## src/rtl/reg_scoreboard_pkg.sv

```systemverilog
// Shared constants and types for the ID-stage register scoreboard.
package reg_scoreboard_pkg;

    localparam int REG_ADDR_W  = 5;
    localparam int SB_NUM_REGS = 32;
    localparam int SB_CNT_W    = 2;

    typedef logic [REG_ADDR_W-1:0] reg_addr_t;

    typedef struct packed {
        logic      valid;
        reg_addr_t rs1;
        logic      use_rs1;
        reg_addr_t rs2;
        logic      use_rs2;
        reg_addr_t rd;
        logic      we;
    } issue_req_t;

endpackage

```

## src/rtl/reg_scoreboard_sb_counter.sv

```systemverilog
// One pending-write counter: counts issued writes up, retired writebacks down,
// saturating at both ends and cleared by flush.
module sb_counter
    import reg_scoreboard_pkg::*;
#(
    parameter int CNT_W = SB_CNT_W
)
(
    input  logic             clk,
    input  logic             reset,
    input  logic             clr,
    input  logic             inc,
    input  logic             dec,
    output logic [CNT_W-1:0] count,
    output logic             nonzero,
    output logic             at_max
);

    logic [CNT_W-1:0] count_r;
    logic             nonzero_s;
    logic             at_max_s;

    assign nonzero_s = (count_r != {CNT_W{1'b0}});
    assign at_max_s  = (count_r == {CNT_W{1'b1}});

    // Counter state: flush wins over traffic; simultaneous inc and dec cancel.
    always_ff @(posedge clk) begin
        if (reset) begin
            count_r <= {CNT_W{1'b0}};
        end else if (clr) begin
            count_r <= {CNT_W{1'b0}};
        end else if (inc && !dec && !at_max_s) begin
            count_r <= count_r + CNT_W'(1);
        end else if (dec && !inc && nonzero_s) begin
            count_r <= count_r - CNT_W'(1);
        end else begin
            count_r <= count_r;
        end
    end

    assign count   = count_r;
    assign nonzero = nonzero_s;
    assign at_max  = at_max_s;

endmodule

```

## src/rtl/reg_scoreboard.sv

```systemverilog
// Issue-side scoreboard: tracks pending writes per register and stalls ID on
// read-after-write hazards or pending-counter overflow. No forwarding path.
module reg_scoreboard
    import reg_scoreboard_pkg::*;
#(
    parameter int NUM_REGS = SB_NUM_REGS,
    parameter int CNT_W    = SB_CNT_W
)
(
    input  logic                  clk,
    input  logic                  reset,
    input  logic                  issue_valid,
    input  logic [REG_ADDR_W-1:0] issue_rs1,
    input  logic [REG_ADDR_W-1:0] issue_rs2,
    input  logic                  issue_use_rs1,
    input  logic                  issue_use_rs2,
    input  logic [REG_ADDR_W-1:0] issue_rd,
    input  logic                  issue_we,
    output logic                  stall,
    input  logic                  wb_valid,
    input  logic [REG_ADDR_W-1:0] wb_rd,
    input  logic                  flush,
    output logic [NUM_REGS-1:0]   busy_mask,
    output logic                  underflow_err
);

    issue_req_t           issue_s;
    logic [NUM_REGS-1:1]  rd_onehot_s;
    logic [NUM_REGS-1:1]  wb_onehot_s;
    logic [NUM_REGS-1:1]  at_max_s;
    logic [NUM_REGS-1:1]  inc_s;
    logic [NUM_REGS-1:1]  dec_s;
    logic [NUM_REGS-1:0]  nonzero_s;
    logic [CNT_W-1:0]     cnt_s [NUM_REGS];
    logic                 rs1_busy_s;
    logic                 rs2_busy_s;
    logic                 haz_s;
    logic                 ovf_s;
    logic                 stall_s;
    logic                 accept_s;
    logic                 underflow_s;
    logic                 underflow_err_r;

    assign issue_s = '{valid:   issue_valid,
                       rs1:     issue_rs1,
                       use_rs1: issue_use_rs1,
                       rs2:     issue_rs2,
                       use_rs2: issue_use_rs2,
                       rd:      issue_rd,
                       we:      issue_we};

    // Destination and writeback decoders; x0 has no decode bit at all.
    always_comb begin
        rd_onehot_s = {(NUM_REGS-1){1'b0}};
        wb_onehot_s = {(NUM_REGS-1){1'b0}};
        for (int i = 1; i < NUM_REGS; i++) begin
            rd_onehot_s[i] = (issue_s.rd == REG_ADDR_W'(i));
            wb_onehot_s[i] = (wb_rd == REG_ADDR_W'(i));
        end
    end

    // Hazard, overflow and stall decisions from registered counter state only.
    always_comb begin
        rs1_busy_s  = issue_s.use_rs1 && nonzero_s[issue_s.rs1];
        rs2_busy_s  = issue_s.use_rs2 && nonzero_s[issue_s.rs2];
        haz_s       = issue_s.valid && (rs1_busy_s || rs2_busy_s);
        ovf_s       = issue_s.valid && issue_s.we && (issue_s.rd != {REG_ADDR_W{1'b0}}) &&
                      (cnt_s[issue_s.rd] == {CNT_W{1'b1}});
        stall_s     = reset || haz_s || ovf_s;
        accept_s    = issue_s.valid && !stall_s;
        underflow_s = wb_valid && |(wb_onehot_s & ~nonzero_s[NUM_REGS-1:1]);
    end

    assign cnt_s[0]     = {CNT_W{1'b0}};
    assign nonzero_s[0] = 1'b0;

    for (genvar g = 1; g < NUM_REGS; g++) begin : g_cnt
        assign inc_s[g] = accept_s && issue_s.we && rd_onehot_s[g] && !at_max_s[g];
        assign dec_s[g] = wb_valid && wb_onehot_s[g] && nonzero_s[g];

        sb_counter #(
            .CNT_W   (CNT_W)
        ) u_cnt (
            .clk     (clk),
            .reset   (reset),
            .clr     (flush),
            .inc     (inc_s[g]),
            .dec     (dec_s[g]),
            .count   (cnt_s[g]),
            .nonzero (nonzero_s[g]),
            .at_max  (at_max_s[g])
        );
    end

    // Sticky error for writebacks that have no matching pending write.
    always_ff @(posedge clk) begin
        if (reset) begin
            underflow_err_r <= 1'b0;
        end else if (underflow_s) begin
            underflow_err_r <= 1'b1;
        end else begin
            underflow_err_r <= underflow_err_r;
        end
    end

    assign stall         = stall_s;
    assign busy_mask     = nonzero_s;
    assign underflow_err = underflow_err_r;

endmodule

```

## config.mk

```make
export PLATFORM = sky130hd
export DESIGN_NAME = reg_scoreboard
export DESIGN_NICKNAME = d
export VERILOG_FILES = /design/src/rtl/reg_scoreboard_pkg.sv /design/src/rtl/reg_scoreboard_sb_counter.sv /design/src/rtl/reg_scoreboard.sv
export SDC_FILE = /design/constraint.sdc
export NUM_CORES = 1
export LEC_CHECK = 0
export CORE_ASPECT_RATIO = 0.75
export CORE_UTILIZATION = 59
export DETAILED_ROUTE_END_ITERATION = 8
export PLACE_DENSITY = 0.88
export SYNTH_ARGS = -nofsm -noshare
export SYNTH_HDL_FRONTEND = slang
export SYNTH_SLANG_ARGS = --single-unit
```

## constraint.sdc

```tcl
create_clock -name clk -period 6.17 [get_ports clk]
set_clock_uncertainty 0.2 [all_clocks]
set_input_delay 1.234 -clock clk [delete_from_list [all_inputs] [get_ports clk]]
set_output_delay 1.234 -clock clk [all_outputs]
set_load 0.005 [all_outputs]
```

==> out/results.ini <==
[cts]
cts.path.max_buffers=2
post_cts.repair.setup_buffers=0
clk-insertion-delay-late_ns=0.34
cts_inserted_buffers=9
cts_num_sinks=63
cts_tree=yes
cts.repair.resized=0
worst_setup_hold_path_clk_slew_ns=0.05
cts_hold_buffers=0
clock_root_buffer=sky130_fd_sc_hd__clkbuf_16
cts.htree.levels=3

[yosys]
syn_nets=805
cell_area_after_synthesis_sq_um=5760
synth-main-ff-cell=sky130_fd_sc_hd__dfxtp_1
ys_seq_area_share_pct=21.9
netlist_top_cells_area=sky130_fd_sc_hd__dfxtp_1, sky130_fd_sc_hd__mux4_2, sky130_fd_sc_hd__mux2i_1
synth_enable_flop_cells=0
synthDominantCellAreaShare_pct=21.9
postSynthRegisterBits=63
synth.avg_cell_area_sq_um=7.42
synth_top_cell_by_area=sky130_fd_sc_hd__dfxtp_1
synth-async-reset-ratio_pct=0
syn-instance-count=777
synth.lib_cells_used.distinct=68
yosysWarningCount=0

[worst_setup_path]
criticalPathCategory=in2out
worst-path-buf-inv=2
crit_path_cell_trace=clkdlybuf4s50_1, mux4_2, mux4_2, o32ai_2, or2_1, a21o_1, clkdlybuf4s50_1
worstSetupEndpointType=primary output
timing.critical_path.from_type=input port
critical_path_peak_fanout=9
worst-endpoint-required_ns=4.74
critPathTopFamily=buffers and inverters
worstSetupStartpoint=issue_rs2[2]
worst-endpoint-arrival_ns=4.27
critical_path.max_stage_delay_ns=0.73
crit-reg2reg-launch=g_cnt[29].u_cnt.count[1]
critPathSlowestCell=sky130_fd_sc_hd__clkdlybuf4s50_1

[place]
routabilityCongestion=1.01
post-dp-hpwl_mm=13.8
dp_cells=903
numPortBuffers=60
preCtsSetupSlack_ns=0.540

[timing]
slew_violations=0
rsz_0062_raised_after_global_routing=false
final.setup.tns_ns=0
timing.final.crit_share_pct=92.4
timing.slew.headroom_pct=21.4
final_worst_path_setup_slack_ns=0.470
worstMarginPinSlew_ns=1.18
min_period_ns=5.70
final-hold-violation-count=0
max_freq_mhz=175
setup-violations-final=0

[finish]
area_growth_syn_to_layout_pct=12.8
layout.cells.most_common_list=sky130_fd_sc_hd__nand2_1, sky130_fd_sc_hd__nor2_1, sky130_fd_sc_hd__dfxtp_1
insertedDiodeCount=0
final_net_count=814
final_cell_count_no_fill=919
mostFrequentLayoutCell=sky130_fd_sc_hd__nand2_1
final_layout_size_suffix_gt1_share_pct=9.10

[power_and_ir_drop]
power.sequential.fraction_pct=37.8
power.switching_fraction_pct=26.6
peakVddDrop_mv=0.134
combinationalPowerShare_pct=13.3
power.density_nw_per_um2=166
pwr-share-clk_pct=48.9
internal_power_mw=0.794
cellLeakagePower_nw=2.39
netSwitchingPower_mw=0.288

[floorplanning]
placementRows=30
floorplan.core_area_sq_um=9270
ioPinCount=62
horizontal_die_dimension_um=116
floorplan.die.height_um=87.6
initial_core_util_pct=62.2
floorplan.die_area_sq_um=10200

[global_route]
grt_max_degree=58
grt_use_total_pct=38.2
grt_pass1_wl_mm=29.2
grt.overflow.total=0
number_of_global_route_vias_before_repair=5717
antenna_found_initial=0

[worst_hold_path]
holdCritPathClass=reg2reg
worstHoldStart=underflow_err

[status]
result_of_the_run=complete, no violations

[detailed_routing]
wl_mm=19.0
via_per_inst=6.97
dr.pass1.iters=8
drt_iter0_drc=1008
route.antenna.remaining_nets=0
drt_drc_violations_left=0
wl_per_cell_um=20.7
vias=6401

[job]
maxCapViolations=0

[cell usage after synthesis (6+ instances only)]
master,number
sky130_fd_sc_hd__a41oi_1,6
sky130_fd_sc_hd__o21ai_0,54
sky130_fd_sc_hd__mux4_2,21
sky130_fd_sc_hd__nand2b_1,9
sky130_fd_sc_hd__dfxtp_1,63
sky130_fd_sc_hd__a31oi_1,17
sky130_fd_sc_hd__a311oi_1,12
sky130_fd_sc_hd__nor2_1,82
sky130_fd_sc_hd__inv_1,37
sky130_fd_sc_hd__mux2i_1,43
sky130_fd_sc_hd__nand3_1,30
sky130_fd_sc_hd__clkbuf_1,27
sky130_fd_sc_hd__buf_2,12
sky130_fd_sc_hd__o22ai_1,16
sky130_fd_sc_hd__nor2b_1,6
sky130_fd_sc_hd__nand2_1,91
sky130_fd_sc_hd__and2_1,25
sky130_fd_sc_hd__and3_1,6
sky130_fd_sc_hd__a211oi_1,14
sky130_fd_sc_hd__a22oi_1,6
sky130_fd_sc_hd__a21oi_1,59
sky130_fd_sc_hd__nor3_1,10
sky130_fd_sc_hd__buf_4,33
sky130_fd_sc_hd__o21bai_1,8
[through the flow]
step | power, mW | cell area, sq um | hold slack [ns] | util, %
after global placement | 0.552 | 6190 | 0.248 | 66.8
after floorplan | 0.504 | 5760 | 0.260 | -
after CTS | 1.08 | 6500 | 0.305 | 70.1
final | 1.08 | 6500 | 0.298 | 70.1
after detailed placement | 0.555 | 6190 | 0.292 | 66.8
after global routing | 1.11 | 6500 | 0.346 | 70.1
[sequential cells by signal, indices dropped and copies added, names as in the netlist]
name / flops
g_cnt.u_cnt.count: 62
underflow_err: 1
[worst register-to-register path: cells and delay by family, from the launching register on]
| family | cells | cell delay [ns] |
|---|---|---|
| AOI/OAI and AO/OA | 4 | 1.06 |
| buffers and inverters | 1 | 0.38 |
| and+or+nand+nor | 4 | 1.43 |
| DFF | 1 | 0.35 |
| muxes | 1 | 0.34 |
[power by group through the flow]
stage / clock network (mW) / logic [mW] / registers (mW)
3_5_place_dp: 0 / 0.137 / 0.418
3_3_place_gp: 0 / 0.134 / 0.418
5_1_grt: 0.545 / 0.152 / 0.409
6_report: 0.529 / 0.144 / 0.409
4_1_cts: 0.530 / 0.139 / 0.409
2_1_floorplan: 0 / 0.0868 / 0.418
[kinds of logic after synthesis]
kind of cell           count (synthesis)  synth area share, %
other                                  1               0.0651
flip-flops                            63                 21.9
AND/OR/NAND/NOR                      296                 24.9
buffers and inverters                113                 10.1
AO/OA/AOI/OAI                        236                 26.7
multiplexers                          68                 16.5
[cell type report]
cell class	count	area [sq um]
multi-input combinational	601	3930
fill	744	2770
sequential	63	1260
timing repair buffer	74	706
clock buffer	11	253
tap	128	160
inverter	37	139
clock inverter	5	56.3
[path summary, 6_finish.rpt]
kind	slack [ns]	to	depth (start not counted)
setup / recovery	0.47	stall	7
hold / removal	0.30	underflow_err	2
setup reg to reg	2.25	g_cnt[5].u_cnt.count[0]	10
hold reg to reg	0.30	underflow_err	2
[layer usage]
metal  wire, um  global-route usage, %  vias to the layer above
met2       7930                   57.3                      520
met5          0                      0                        -
met1       7490                   51.1                     2952
met4        634                   15.2                        0
li1           -                      -                     2845
met3       2940                   12.4                       84
No activity file was read; power rests on OpenSTA's default activity.
